==> src/rtl/keypad_pkg.sv <==
// Shared definitions for the 4x4 keypad scanner: debounce FSM states,
// key code map and column strobe helpers.
package keypad_pkg;

    typedef enum logic [1:0] {
        ST_IDLE,
        ST_PRESS,
        ST_HELD,
        ST_RELEASE
    } kp_state_t;

    // First column strobed after reset (column 0 driven low).
    localparam logic [3:0] COL_INIT = 4'he;

    // Key codes indexed by {row, col}.
    localparam logic [3:0] KEYMAP [0:15] = '{
        4'h1, 4'h2, 4'h3, 4'hA,
        4'h4, 4'h5, 4'h6, 4'hB,
        4'h7, 4'h8, 4'h9, 4'hC,
        4'hE, 4'h0, 4'hF, 4'hD
    };

    // Rotate the active-low strobe: e -> d -> b -> 7 -> e.
    function automatic logic [3:0] col_next(input logic [3:0] col);
        return {col[2:0], col[3]};
    endfunction

endpackage

==> src/rtl/keypad_scan_tick.sv <==
// Scan-rate enable generator: one-clock tick every CLK_HZ/SCAN_HZ clocks.
module keypad_scan_tick #(
    parameter int unsigned CLK_HZ  = 50_000_000,
    parameter int unsigned SCAN_HZ = 1_000
) (
    input  logic clk,
    input  logic rst_n,
    output logic tick
);
    localparam int unsigned SCAN_DIV = CLK_HZ / SCAN_HZ;
    localparam int unsigned CW       = (SCAN_DIV > 2) ? $clog2(SCAN_DIV) : 1;
    localparam logic [CW-1:0] LAST   = CW'(SCAN_DIV - 1);

    logic [CW-1:0] tick_cnt;

    // Free-running divider, wraps at SCAN_DIV-1
    always_ff @(posedge clk or negedge rst_n) begin
        if (!rst_n) begin
            tick_cnt <= '0;
        end else if (tick_cnt == LAST) begin
            tick_cnt <= '0;
        end else begin
            tick_cnt <= tick_cnt + 1'b1;
        end
    end

    assign tick = (tick_cnt == LAST);

endmodule

==> src/rtl/keypad_scan_4x4.sv <==
// 4x4 matrix keypad scanner: column strobing, ROW synchroniser, frame
// decode and debounce FSM producing hexValue/nokey and a key_valid strobe.
// Optional auto-repeat is enabled by defining KEYPAD_REPEAT_EN.
module keypad_scan_4x4
    import keypad_pkg::*;
#(
    parameter int unsigned CLK_HZ          = 50_000_000,
    parameter int unsigned SCAN_HZ         = 1_000,
    parameter int unsigned DEBOUNCE_FRAMES = 4,
    parameter int unsigned REPEAT_FRAMES   = 100
) (
    input  logic       clk,
    input  logic       rst_n,
    input  logic [3:0] ROW,
    output logic [3:0] COL,
    output logic [3:0] hexValue,
    output logic       nokey,
    output logic       key_valid
);
    localparam logic [3:0] DB_LIMIT = 4'(DEBOUNCE_FRAMES);

    logic       tick;
    logic [3:0] row_meta, row_s;
    logic [1:0] col_idx;
    logic       acc_hit;
    logic [3:0] acc_key;
    logic       cur_hit;
    logic [1:0] cur_row;
    logic [3:0] cur_key;
    logic       frame_end, fr_hit, same_key;
    logic [3:0] fr_key;
    kp_state_t  state, state_n;
    logic [3:0] cnt, cnt_n, cnt_inc, cand, cand_n, hex_n;
    logic       nokey_n, kv_n;

`ifdef KEYPAD_REPEAT_EN
    localparam int unsigned RW       = $clog2(REPEAT_FRAMES + 1);
    localparam logic [RW-1:0] REP_LAST = RW'(REPEAT_FRAMES - 1);
    logic [RW-1:0] rep_cnt, rep_n;
`endif

    keypad_scan_tick #(
        .CLK_HZ  (CLK_HZ),
        .SCAN_HZ (SCAN_HZ)
    ) u_tick (
        .clk   (clk),
        .rst_n (rst_n),
        .tick  (tick)
    );

    // Two-flop synchroniser for the asynchronous, pulled-up rows
    always_ff @(posedge clk or negedge rst_n) begin
        if (!rst_n) begin
            row_meta <= 4'hf;
            row_s    <= 4'hf;
        end else begin
            row_meta <= ROW;
            row_s    <= row_meta;
        end
    end

    // Column strobe advances after the current column has been sampled
    always_ff @(posedge clk or negedge rst_n) begin
        if (!rst_n) begin
            COL     <= COL_INIT;
            col_idx <= '0;
        end else if (tick) begin
            COL     <= col_next(COL);
            col_idx <= col_idx + 2'd1;
        end
    end

    // Lowest-numbered low row in the column being sampled
    always_comb begin
        cur_hit = 1'b0;
        cur_row = '0;
        for (int unsigned r = 0; r < 4; r++) begin
            if (!cur_hit && !row_s[r]) begin
                cur_hit = 1'b1;
                cur_row = 2'(r);
            end
        end
        cur_key = KEYMAP[{cur_row, col_idx}];
    end

    // Frame result merges the latched first hit with the final column's sample
    assign frame_end = tick && (col_idx == 2'd3);
    assign fr_hit    = acc_hit | cur_hit;
    assign fr_key    = acc_hit ? acc_key : cur_key;
    assign same_key  = fr_hit && (fr_key == cand);
    assign cnt_inc   = (cnt == 4'hf) ? cnt : cnt + 4'd1;

    // First hit of the frame wins; cleared at the frame boundary
    always_ff @(posedge clk or negedge rst_n) begin
        if (!rst_n) begin
            acc_hit <= 1'b0;
            acc_key <= '0;
        end else if (tick) begin
            if (col_idx == 2'd3) begin
                acc_hit <= 1'b0;
                acc_key <= '0;
            end else if (!acc_hit && cur_hit) begin
                acc_hit <= 1'b1;
                acc_key <= cur_key;
            end
        end
    end

    // Debounce state and registered outputs
    always_ff @(posedge clk or negedge rst_n) begin
        if (!rst_n) begin
            state     <= ST_IDLE;
            cnt       <= '0;
            cand      <= '0;
            hexValue  <= '0;
            nokey     <= 1'b1;
            key_valid <= 1'b0;
`ifdef KEYPAD_REPEAT_EN
            rep_cnt   <= '0;
`endif
        end else begin
            state     <= state_n;
            cnt       <= cnt_n;
            cand      <= cand_n;
            hexValue  <= hex_n;
            nokey     <= nokey_n;
            key_valid <= kv_n;
`ifdef KEYPAD_REPEAT_EN
            rep_cnt   <= rep_n;
`endif
        end
    end

    // Debounce next-state, evaluated once per frame end
    always_comb begin
        state_n = state;
        cnt_n   = cnt;
        cand_n  = cand;
        hex_n   = hexValue;
        nokey_n = nokey;
        kv_n    = 1'b0;
`ifdef KEYPAD_REPEAT_EN
        rep_n   = rep_cnt;
`endif
        if (frame_end) begin
`ifdef KEYPAD_REPEAT_EN
            rep_n = '0;
`endif
            case (state)
                ST_IDLE: begin
                    if (fr_hit) begin
                        cand_n = fr_key;
                        if (DB_LIMIT <= 4'd1) begin
                            state_n = ST_HELD;
                            cnt_n   = '0;
                            hex_n   = fr_key;
                            nokey_n = 1'b0;
                            kv_n    = 1'b1;
                        end else begin
                            state_n = ST_PRESS;
                            cnt_n   = 4'd1;
                        end
                    end
                end
                ST_PRESS: begin
                    if (same_key) begin
                        if (cnt_inc >= DB_LIMIT) begin
                            state_n = ST_HELD;
                            cnt_n   = '0;
                            hex_n   = cand;
                            nokey_n = 1'b0;
                            kv_n    = 1'b1;
                        end else begin
                            cnt_n = cnt_inc;
                        end
                    end else begin
                        state_n = ST_IDLE;
                        cnt_n   = '0;
                    end
                end
                ST_HELD: begin
                    if (same_key) begin
                        cnt_n = '0;
`ifdef KEYPAD_REPEAT_EN
                        if (rep_cnt >= REP_LAST) begin
                            kv_n = 1'b1;
                        end else begin
                            rep_n = rep_cnt + 1'b1;
                        end
`endif
                    end else if (DB_LIMIT <= 4'd1) begin
                        state_n = ST_IDLE;
                        cnt_n   = '0;
                        nokey_n = 1'b1;
                    end else begin
                        state_n = ST_RELEASE;
                        cnt_n   = 4'd1;
                    end
                end
                ST_RELEASE: begin
                    if (same_key) begin
                        state_n = ST_HELD;
                        cnt_n   = '0;
                    end else if (cnt_inc >= DB_LIMIT) begin
                        state_n = ST_IDLE;
                        cnt_n   = '0;
                        nokey_n = 1'b1;
                    end else begin
                        cnt_n = cnt_inc;
                    end
                end
                default: begin
                    state_n = ST_IDLE;
                    cnt_n   = '0;
                end
            endcase
        end
    end

endmodule

==> config.mk <==
export PLATFORM = sky130hd
export DESIGN_NAME = keypad_scan_4x4
export DESIGN_NICKNAME = d
export VERILOG_FILES = /design/src/rtl/keypad_pkg.sv /design/src/rtl/keypad_scan_tick.sv /design/src/rtl/keypad_scan_4x4.sv
export SDC_FILE = /design/constraint.sdc
export NUM_CORES = 1
export LEC_CHECK = 0
export ABC_AREA = 1
export CAP_MARGIN = 20
export CORE_ASPECT_RATIO = 0.7
export CORE_MARGIN = 2
export CORE_UTILIZATION = 40
export CTS_CLUSTER_SIZE = 25
export DETAILED_ROUTE_END_ITERATION = 16
export PLACE_DENSITY = 0.6
export SYNTH_ARGS = -nofsm -noshare
export SYNTH_HDL_FRONTEND = slang
export SYNTH_SLANG_ARGS = --single-unit
export TNS_END_PERCENT = 10
==> constraint.sdc <==
create_clock -name clk -period 2.9 [get_ports clk]
set_input_delay 0.435 -clock clk [delete_from_list [all_inputs] [get_ports clk]]
set_output_delay 0.435 -clock clk [all_outputs]
set_load 0.02 [all_outputs]
Word level (Yosys, flattened, before mapping)
Memories as Yosys holds them, arrays and structs flattened.
Index checks and enable logic that the tools add are counted.
Widths: inputs -> output; s select.
{"block": "word_totals", "regBits": 51, "latch_bits": 0, "ram_bits": 0, "romBits": 64, "input_bits": 6, "out_inout_bits": 10, "elab_cells": 95, "memories": 1}
{"block": "op_classes", "add_sub_neg": 3, "n_mul": 0, "div_mod_pow": 0, "order_cmp": 2, "eq_ne": 15, "shifts": 0, "mux": 38, "bitwise": 2, "n_reduce_logical": 21}
{"name": "(no name shown)", "words": 16, "word_bits": 4, "read_ports": 1, "rd_clocked_by_memory_dff": 0, "write_ports": 0, "line": "keypad_scan_4x4.sv:83", "text": "cur_key = KEYMAP[{cur_row, col_idx}];"}
{"cell": "$mux 4", "n": 10}
{"cell": "$add 16x1->16 const B", "n": 1}
{"cell": "$eq 16x16->1 const B", "n": 1}
{"cell": "$mux 1", "n": 16}
{"cell": "$mux 16", "n": 1}
{"cell": "$mux 2", "n": 8}
{"cell": "$pmux 4 s4", "n": 1}
{"cell": "$ne 2x2->1 const B", "n": 6}
{"cell": "$pmux 2 s4", "n": 1}
{"cell": "$eq 2x2->1 const B", "n": 3}
{"cell": "$logic_and 1x1->1", "n": 6}
{"cell": "$logic_not 1->1", "n": 6}
{"cell": "$ne 3x3->1 const B", "n": 2}
{"cell": "$reduce_and 6->1", "n": 1}
{"cell": "$ge 5x5->1 const B", "n": 1}
{"cell": "$not 4->5", "n": 1}
{"cell": "$reduce_and 5->1", "n": 1}
{"cell": "$add 4x1->4 const B", "n": 1}
{"cell": "$eq 4x4->1", "n": 1}
{"cell": "$eq 4x4->1 const B", "n": 1}
{"cell": "$ge 4x3->1 const B", "n": 1}
{"cell": "$reduce_and 2->1", "n": 2}
{"cell": "$reduce_and 4->1", "n": 1}
{"cell": "$reduce_bool 2->1", "n": 2}
{"cell": "6 further kinds", "n": 6}

Longest topological paths before layout
Gate-level depths: netlist (run 1).
{"block": "logic_depth", "ltp_word": 19, "depth_mapped": 18, "ltp_nobuf": 18}

Hierarchy
From an unflattened synthesis (run 1), not the netlist that was laid out.
{"block": "hier_totals", "hier_cells": 339, "hier_area_um2": 2771.4}
{"module": "keypad_scan_4x4", "instances": 1, "cells_each": 218, "area_each_um2": 1883.1, "seq_area_each_um2": 890.9}
{"module": "keypad_scan_tick", "instances": 1, "cells_each": 121, "area_each_um2": 888.4, "seq_area_each_um2": 400.4}

Worst setup path before layout (run 1)
No wires, ideal clock.
{"block": "synth_path", "kind": "register to register", "startpoint": "reg col_idx[0]", "endpoint": "reg with a tool-made name", "setup_ns": 0.117, "t_arrival_ns": 1.708, "required_time_ns": 2.783, "path_slack_ns": 1.075, "path_stages_with_launch": 15, "path_buffers": 0, "synth_period_minus_slack_ns": 1.825, "path_cell_list": "dfrtp_1 > inv_1 > ha_1 > nand2_1 > nand3_1 > nand3_1 > nand2_1 > nand2_1 > nand2_1 > nor2_1 > nand3_1 > nand2_2 > nand3_1 > nand2_1 > nand2_1"}
{"item": "start, declared", "line": "keypad_scan_4x4.sv:24", "text": "logic [1:0] col_idx;"}
{"item": "start signal, assigned", "line": "keypad_scan_4x4.sv:69", "text": "col_idx <= col_idx + 2'd1;"}

Final worst setup path (run 1)
{"block": "layout_path", "startpoint": "reg u_tick.tick_cnt[0]", "endpoint": "reg hexValue[2]"}
{"block": "layout_between", "elab_chain_len": 3}
{"item": "start, declared", "line": "keypad_scan_tick.sv:14", "text": "logic [CW-1:0] tick_cnt;"}
{"item": "start signal, assigned", "line": "keypad_scan_tick.sv:23", "text": "tick_cnt <= tick_cnt + 1'b1;"}
{"item": "$eq 16x16->1", "line": "keypad_scan_tick.sv:27", "text": "assign tick = (tick_cnt == LAST);"}
{"item": "$logic_and 1x1->1", "line": "keypad_scan_4x4.sv:87", "text": "assign frame_end = tick && (col_idx == 2'd3);"}
{"item": "$reduce_and 4->1 (no line)"}
{"item": "end signal, assigned", "line": "keypad_scan_4x4.sv:125", "text": "hexValue <= hex_n;"}
{"item": "end, declared", "line": "keypad_scan_4x4.sv:16", "text": "output logic [3:0] hexValue,"}
Every way passes these cells.
A chain may end at the register's enable or synchronous reset.

==> results of run 1 <==
-- synthesized netlist by cell type (3+ instances only) --
master | number | area [µm²]
sky130_fd_sc_hd__dfstp_2 | 12 | 315
sky130_fd_sc_hd__inv_1 | 42 | 158
sky130_fd_sc_hd__nor4_1 | 4 | 25.0
sky130_fd_sc_hd__nand2_2 | 6 | 37.5
sky130_fd_sc_hd__o21ai_0 | 17 | 85.1
sky130_fd_sc_hd__inv_2 | 9 | 33.8
sky130_fd_sc_hd__a21oi_1 | 12 | 60.1
sky130_fd_sc_hd__nor2_2 | 4 | 25.0
sky130_fd_sc_hd__dfrtp_1 | 39 | 976
sky130_fd_sc_hd__nand3_4 | 3 | 52.6
sky130_fd_sc_hd__nand3_1 | 25 | 125
sky130_fd_sc_hd__or2_1 | 3 | 18.8
sky130_fd_sc_hd__nand4_1 | 4 | 25.0
sky130_fd_sc_hd__nor3_1 | 3 | 15.0
sky130_fd_sc_hd__o21ai_1 | 5 | 25.0
sky130_fd_sc_hd__buf_2 | 3 | 15.0
sky130_fd_sc_hd__nor2_1 | 21 | 78.8
sky130_fd_sc_hd__xor2_1 | 4 | 35.0
sky130_fd_sc_hd__nand3_2 | 9 | 90.1
sky130_fd_sc_hd__nand2_1 | 68 | 255
sky130_fd_sc_hd__ha_1 | 7 | 87.6
-- power breakdown --
part	internal (µW)	total [µW]	switching, µW
sequential	721	726	4.71
combinational	27.2	78.5	51.2
clock	218	440	222
-- how the worst max path moves through the flow --
stage	start	to	slack, ps	cells past startpoint
3_3_place_gp	u_tick.tick_cnt[0]	hexValue[2]	720	10
5_1_grt	u_tick.tick_cnt[0]	hexValue[0]	450	10
6_report	u_tick.tick_cnt[0]	hexValue[2]	730	10
2_1_floorplan	col_idx[0]	register	1080	14
3_5_place_dp	u_tick.tick_cnt[0]	hexValue[1]	700	10
4_1_cts	u_tick.tick_cnt[0]	hexValue[1]	700	10
-- placed cells by master (no fill, tap or decap), drive strengths merged, types with 4 or more instances in the layout --
cell,count
a21oi,13
buf,4
clkbuf,8
clkdlybuf4s50,14
dfrtp,39
dfstp,12
ha,7
inv,51
nand2,76
nand3,37
nand4,4
nor2,27
nor3,6
nor4,4
o21ai,22
or2,4
xor2,4
-- worst max-delay path, delay by kind of cell (launching register included) --
kind / cells / cell delay, ps
and+or+nand+nor: 7 / 1340
DFF: 1 / 390
adders and majority gates: 1 / 200
buffers and inverters: 1 / 100
AOI/OAI and AO/OA: 1 / 60
-- per-layer routing --
metal  routed length, µm  up-vias  track usage, %
li1                    -     1070               -
met1                2750      896            22.9
met2                1870       41            21.0
met3                 217        4            3.64
met4                  36        0            3.56
met5                   0        -               0
-- registers in the layout, summed over array words and instances, names as in the netlist, 4 cells and up, named ones only --
name             cells
acc_key              4
hexValue             4
cand                 4
cnt                  4
row_s                4
COL                  4
row_meta             4
u_tick.tick_cnt     16
-- metrics by stage --
stage               hold slack (ps)  utilization [%]  total power, µW  setup slack, ps
detailed placement              347             44.7              816              704
CTS                             333             46.2             1270              699
global placement                346             44.7              816              720
finish                         42.7             46.5             1240              732
floorplan                       139                -              786             1080
global route                   64.8             46.5             1310              449
-- cell families (layout without fill, tap and decap cells) --
group                      count (synthesis)  after routing  synth area share, %
and+or+nand+nor                          161            161                 31.4
AOI/OAI and AO/OA                         41             41                 8.18
DFF                                       51             51                 47.4
xor gates and xnor gates                   5              5                 1.61
adders and majority gates                  7              7                 3.22
buffers and inverters                     57             79                 8.18
-- cell type report --
cell class	count	area (µm²)
Multi-Input combinational cell	214	1210
Inverter	53	200
Clock buffer	8	100
Tap cell	94	118
Timing Repair Buffer	18	180
Sequential cell	51	1290
Fill cell	643	3560
==> results by group, run 1 <==
Logic synthesis
  • Synthesis Warnings: 0
  • Summed instance area of the synthesized netlist: around 0.0027 mm²
  • Number of enable flip-flop cells after synthesis: 0
  • Most used DFF post-synth: sky130_fd_sc_hd__dfrtp_1
  • Cell count after synthesis: 322
  • Number of different library cells in the post-synthesis netlist: 37
  • Sequential share of the synthesized area: roughly 47%
  • Synth async-reset ratio: 100%
  • Number of synthesized register bits: between 50 and 60
  • Number of nets produced by synthesis: between 300 and 400
  • Syn Area/Cell: around 8.5 µm²

STA
  • Minimum clock period after layout: between 2000 and 2500 ps
  • Final Skew: between 10 and 15 ps
  • Highest achievable clock rate: 461 MHz
  • Slew at the pin with the worst max-slew slack: roughly 430 ps
  • Endpoints failing setup: 0
  • Max Transition Viols Final: 0
  • Unrepaired setup endpoints after global routing: false
  • Relative slew margins: between 70% and 80%
  • Number of failing hold endpoints at the final stage: 0
  • Final worst-path cycle share: between 70% and 80%
  • Total negative slack for setup checks: 0 ps

Critical path
  • Register-to-register setup slack: around 730 ps
  • Reg-to-Reg End: hexValue[2]
  • Cell seen most often among critical-path stages: sky130_fd_sc_hd__nand2_1
  • Max stage delay cell, worst path: sky130_fd_sc_hd__dfrtp_1
  • Critical path required time: between 3000 and 4000 ps
  • Reg-to-Reg Start: u_tick.tick_cnt[0]
  • Maximum fanout encountered on the critical timing path: 11
  • Startpoint type of the worst setup path: register
  • Type of the setup path with the least slack: reg2reg
  • Critical path endpoint category: register
  • Slowest cell delay on critical path: between 300 and 400 ps
  • Worst-case reg-to-reg path depth: 10
  • Data arrival time of the critical path: between 2000 and 2500 ps
  • Worst-path cell chain: ha_1, nand3_1, nor4_1, nand2_1, nor2_2, inv_2, nor3_4, nand3_4, nand2_1, o21ai_1

Placed design
  • Placed wire-length estimate: 3620 µm
  • Placed standard-cell area: roughly 0.003 mm²
  • Count of port buffers added during placement: 15
  • Placer's final routability congestion estimate: 0.850
  • Placed Instances: 429

Route
  • Count of antenna-violating nets left after detailed routing: 0
  • Total wire length: 4870 µm
  • Post-detailed-route DRC marker count: 0
  • WL per Instance: between 10 and 15 µm
  • Via count: around 2000
  • Post-DR vias/cell: around 4.6
  • Pre-antenna DRT Iters: 4
  • Violation count after the first detailed-route iteration: 120

Power and ir drop
  • VDD IR max: about 220 µV
  • Pleak: roughly 0.0015 µW
  • Power density over the cells: 402 mW/mm²

Worst hold path
  • Worst hold path class: in2async

CTS
  • Number of clock buffers inserted by TritonCTS: 5
  • Clock root buffer: sky130_fd_sc_hd__clkbuf_8
  • Resize count post-CTS: 0
  • Clock tree buffer depth: 2
  • # H-tree levels: 2
  • CTS Sinks: around 50
  • Clock latency on the worst-skew pair: about 310 ps
  • # hold bufs at CTS: 0
  • Total setup buffers inserted after CTS: 0
  • Clock slew at reported path FFs: around 90 ps
  • CTS tree: built

Global route
  • Total gr overflow: 0
  • Overall routing resource usage: 14.9%
  • Global-route wire length before repair: ~9000 µm
  • Antenna violations before repair: 0
  • Vias in the first global route: between 1500 and 2000
  • Maximum number of pins on one net before global-route repair: 46

Floorplan
  • Die area: between 0.007 and 0.008 mm²
  • Width of the chip: roughly 100 µm
  • I/O pin total: 16
  • Area inside the core boundary: between 0.006 and 0.007 mm²
  • Number of placement rows: 25
  • Chip height: ~73 µm
  • Initial core utilization: between 40% and 50%

Cells and area
  • Summed area of non-filler cells in the final layout: about 0.0031 mm²
  • Final standard cell count with taps included and fillers excluded: ~440
  • Fraction of layout cells with a size suffix above 1: 18.6%
  • Signed area change from the synthesized netlist to the final layout: 13.8%
  • Number of nets in the layout: 356
  • Ant diodes: 0

Job
  • Number of max-cap violations: 0

Status
  • Run status: completed
Power figures use the tool's default switching activity.
==> run 2: changes to the inputs <==
- clock period: 2.9 -> 2.05 ns (I/O delays scaled with it)
==> run 2 against run 1 <==
  * Non-clock buffer count increased by 6
  * Combinational power increased by 71%
  * Sequential power increased by 42%
  * Global-route usage increased by 1.1 points
  * Sequential cell count unchanged
  * First-iteration DRC count increased by 26%
==> results by group, run 2 (synthesis results as in run 1) <==
Critical path
  • Maximum fanout encountered on the critical timing path: 7 (-4)
  • Max stage delay cell, worst path: sky130_fd_sc_hd__dfstp_2
  • Worst-case reg-to-reg path depth: 13 (+3)
  • Startpoint type of the worst setup path: register
  • Reg-to-Reg Start: row_s[0]
  • Critical path endpoint category: register
  • Reg-to-Reg End: state[0]
  • Type of the setup path with the least slack: reg2reg
  • Worst-path cell chain: nand3_4, nand4_1, nand4_1, nand3_2, nand2_1, nor2_4, nand3_4, nand2_2, nand2_4, nand2_2, nand2_2, nand2_1, inv_1
  • Data arrival time of the critical path: 2250 ps (-120 ps)
  • Cell seen most often among critical-path stages: sky130_fd_sc_hd__nand2_2
  • Critical path required time: 2260 ps (-840 ps)
  • Register-to-register setup slack: 20 ps (-710 ps)
  • Slowest cell delay on critical path: 640 ps (+250 ps)

STA
  • Minimum setup slack in the final design: 17.4 ps (-714 ps)
  • Max Transition Viols Final: 0 (unchanged)
  • Final Skew: 9.40 ps (-2.15 ps)
  • Highest achievable clock rate: 492 MHz (+6.7%)
  • Final worst-path cycle share: 99.2% (+24 points)
  • Relative slew margins: 62.9% (-8.1 points)
  • Unrepaired setup endpoints after global routing: true
  • Slew at the pin with the worst max-slew slack: 556 ps (+123 ps)
  • Total negative slack for setup checks: 0 ps (unchanged)
  • Minimum clock period after layout: 2030 ps (-136 ps)
  • Number of failing hold endpoints at the final stage: 0 (unchanged)
  • Endpoints failing setup: 0 (unchanged)

CTS
  • Clock root buffer: sky130_fd_sc_hd__clkbuf_8
  • Number of clock buffers inserted by TritonCTS: 5 (unchanged)
  • Clock slew at reported path FFs: 90 ps (about the same)
  • Clock tree buffer depth: 2 (unchanged)
  • # H-tree levels: 2 (unchanged)
  • CTS tree: built
  • CTS Sinks: 51 (unchanged)
  • Clock latency on the worst-skew pair: 310 ps (about the same)

Power and ir drop
  • Switching share of power: 24.0% (+1.6 points)
  • Pleak: 0.00151 µW (+2.2%)
  • Power density over the cells: 529 mW/mm² (+32%)
  • Net Switching: 413 µW (+48%)
  • Share of total power in sequential cells: 59.7% (+1.4 points)
  • Logic pwr share: 7.8% (+1.5 points)
  • Clock power frac: 32.5% (-2.9 points)
  • VDD IR max: 318 µV (+46%)
  • Internal portion of total power: 1310 µW (+35%)

Global route
  • Overall routing resource usage: 16.0% (+1.1 points)
  • Global-route wire length before repair: 9210 µm (+5.2%)
  • Total gr overflow: 0 (unchanged)
  • Vias in the first global route: 1874 (-1.7%)
  • Antenna violations before repair: 0 (unchanged)
  • Maximum number of pins on one net before global-route repair: 29 (-37%)

Floorplan
  • Chip height: 73.0 µm (unchanged)
  • I/O pin total: 16 (unchanged)
  • Initial core utilization: 40.9% (unchanged)
  • Die area: 0.00749 mm² (unchanged)
  • Area inside the core boundary: 0.00666 mm² (unchanged)
  • Number of placement rows: 25 (unchanged)
  • Width of the chip: 103 µm (unchanged)

Cells and area
  • Number of inserted filler cells in the final layout: 654 (+1.7%)
  • Fraction of layout cells with a size suffix above 1: 25.6% (+7.0 points)
  • Highest-count cells in the layout ignoring fill and taps: sky130_fd_sc_hd__nand2_1 (61), sky130_fd_sc_hd__inv_1 (40), sky130_fd_sc_hd__dfrtp_1 (38)
  • Register ranked first by flip-flop count: u_tick.tick_cnt
  • Largest register FFs: 16 (unchanged)
  • Number of nets in the layout: 363 (+2.0%)
  • Ant diodes: 0 (unchanged)
  • Summed area of non-filler cells in the final layout: 0.00325 mm² (+4.9%)
  • Signed area change from the synthesized netlist to the final layout: 19.4%
  • Final standard cell count with taps included and fillers excluded: 445 (+1.6%)
  • Most common cell after layout, fill and taps aside: sky130_fd_sc_hd__nand2_1

Worst hold path
  • Hold endpoint: row_s[1]
  • Start point of the worst hold path: row_meta[1]
  • Worst hold path depth: 0
  • Worst hold path class: reg2reg

Route
  • Post-DR vias/cell: 4.72 (+2.7%)
  • WL per Instance: 12.4 µm (+11%)
  • Count of antenna-violating nets left after detailed routing: 0 (unchanged)
  • Post-detailed-route DRC marker count: 0 (unchanged)
  • Pre-antenna DRT Iters: 4 (unchanged)
  • Total wire length: 5510 µm (+13%)
  • Violation count after the first detailed-route iteration: 151 (+26%)
  • Via count: 2099 (+4.4%)

Placed design
  • Post-place setup slack: 33.2 ps (-670 ps)
  • Placer's final routability congestion estimate: 0.867 (+2.0%)
  • Placed wire-length estimate: 3930 µm (+8.6%)
  • Placed standard-cell area: 0.00301 mm² (+1.2%)
  • Placed Instances: 432 (+0.70%)
  • Count of port buffers added during placement: 15 (unchanged)

Job
  • Number of max-cap violations: 0 (unchanged)

Status
  • Run status: completed
==> run 2: final cells by class <==
cell class,count,area (µm²),share of cell area [%]
multi-input cells,215,1330,40.8
flip-flops and latches,51,1290,39.8
repair buffers,24,228,7.01
inverters,53,206,6.35
well taps,94,118,3.62
clock buffers,7,76.3,2.35
clock inverters,1,5.00,0.154
==> run 2: metal layers <==
layer	global-route usage, %	vias up	part of all wire [%]
met5	0	-	0
met4	4.00	0	0.80
met3	3.83	4	5.0
met2	19.4	42	38
met1	27.2	966	56
li1	-	1087	-
==> run 2: repair_timing <==
| item | CTS | global route |
|---|---|---|
| hold buffers | 1 | 0 |
| endpoints found under the hold margin | 11 | 0 |
| resized for setup | 0 | 31 |
| endpoints found under the setup margin | 0 | 13 |
| setup buffers | 0 | 3 |
==> run 2: critical path: cells and delay by family (launching register included) <==
kind                   cells  cell delay [ps]
and+or+nand+nor           12             1260
buffers and inverters      1               30
DFF                        1              640
==> run 2: per-stage QoR <==
stage,util (%),hold WS (ps),total power (µW)
CTS,46.6,360,1730
global route,48.8,365,1820
floorplan,-,11.9,1110
finish,48.8,359,1720
global placement,45.2,324,1160
detailed placement,45.2,329,1160
==> run 2: power groups by stage <==
stage / Sequential (µW) / Clock (µW) / Combinational, µW
after floorplan: 1040 / 0 / 69.8
after global placement: 1050 / 0 / 111
after detailed placement: 1050 / 0 / 111
after CTS: 1030 / 590 / 113
after global routing: 1030 / 640 / 149
final: 1030 / 560 / 134
==> run 2: how the worst max path moves through the flow <==
| stage | cells past startpoint | startpoint | slack, ps | end |
|---|---|---|---|---|
| final | 13 | row_s[0] | 20 | state[0] |
| after global placement | 13 | col_idx[1] | 60 | hexValue[2] |
| after detailed placement | 14 | col_idx[0] | 30 | register |
| after global routing | 15 | row_s[0] | -110 | state[0] |
| after CTS | 14 | col_idx[0] | 20 | state[0] |
| after floorplan | 14 | col_idx[0] | 230 | register |
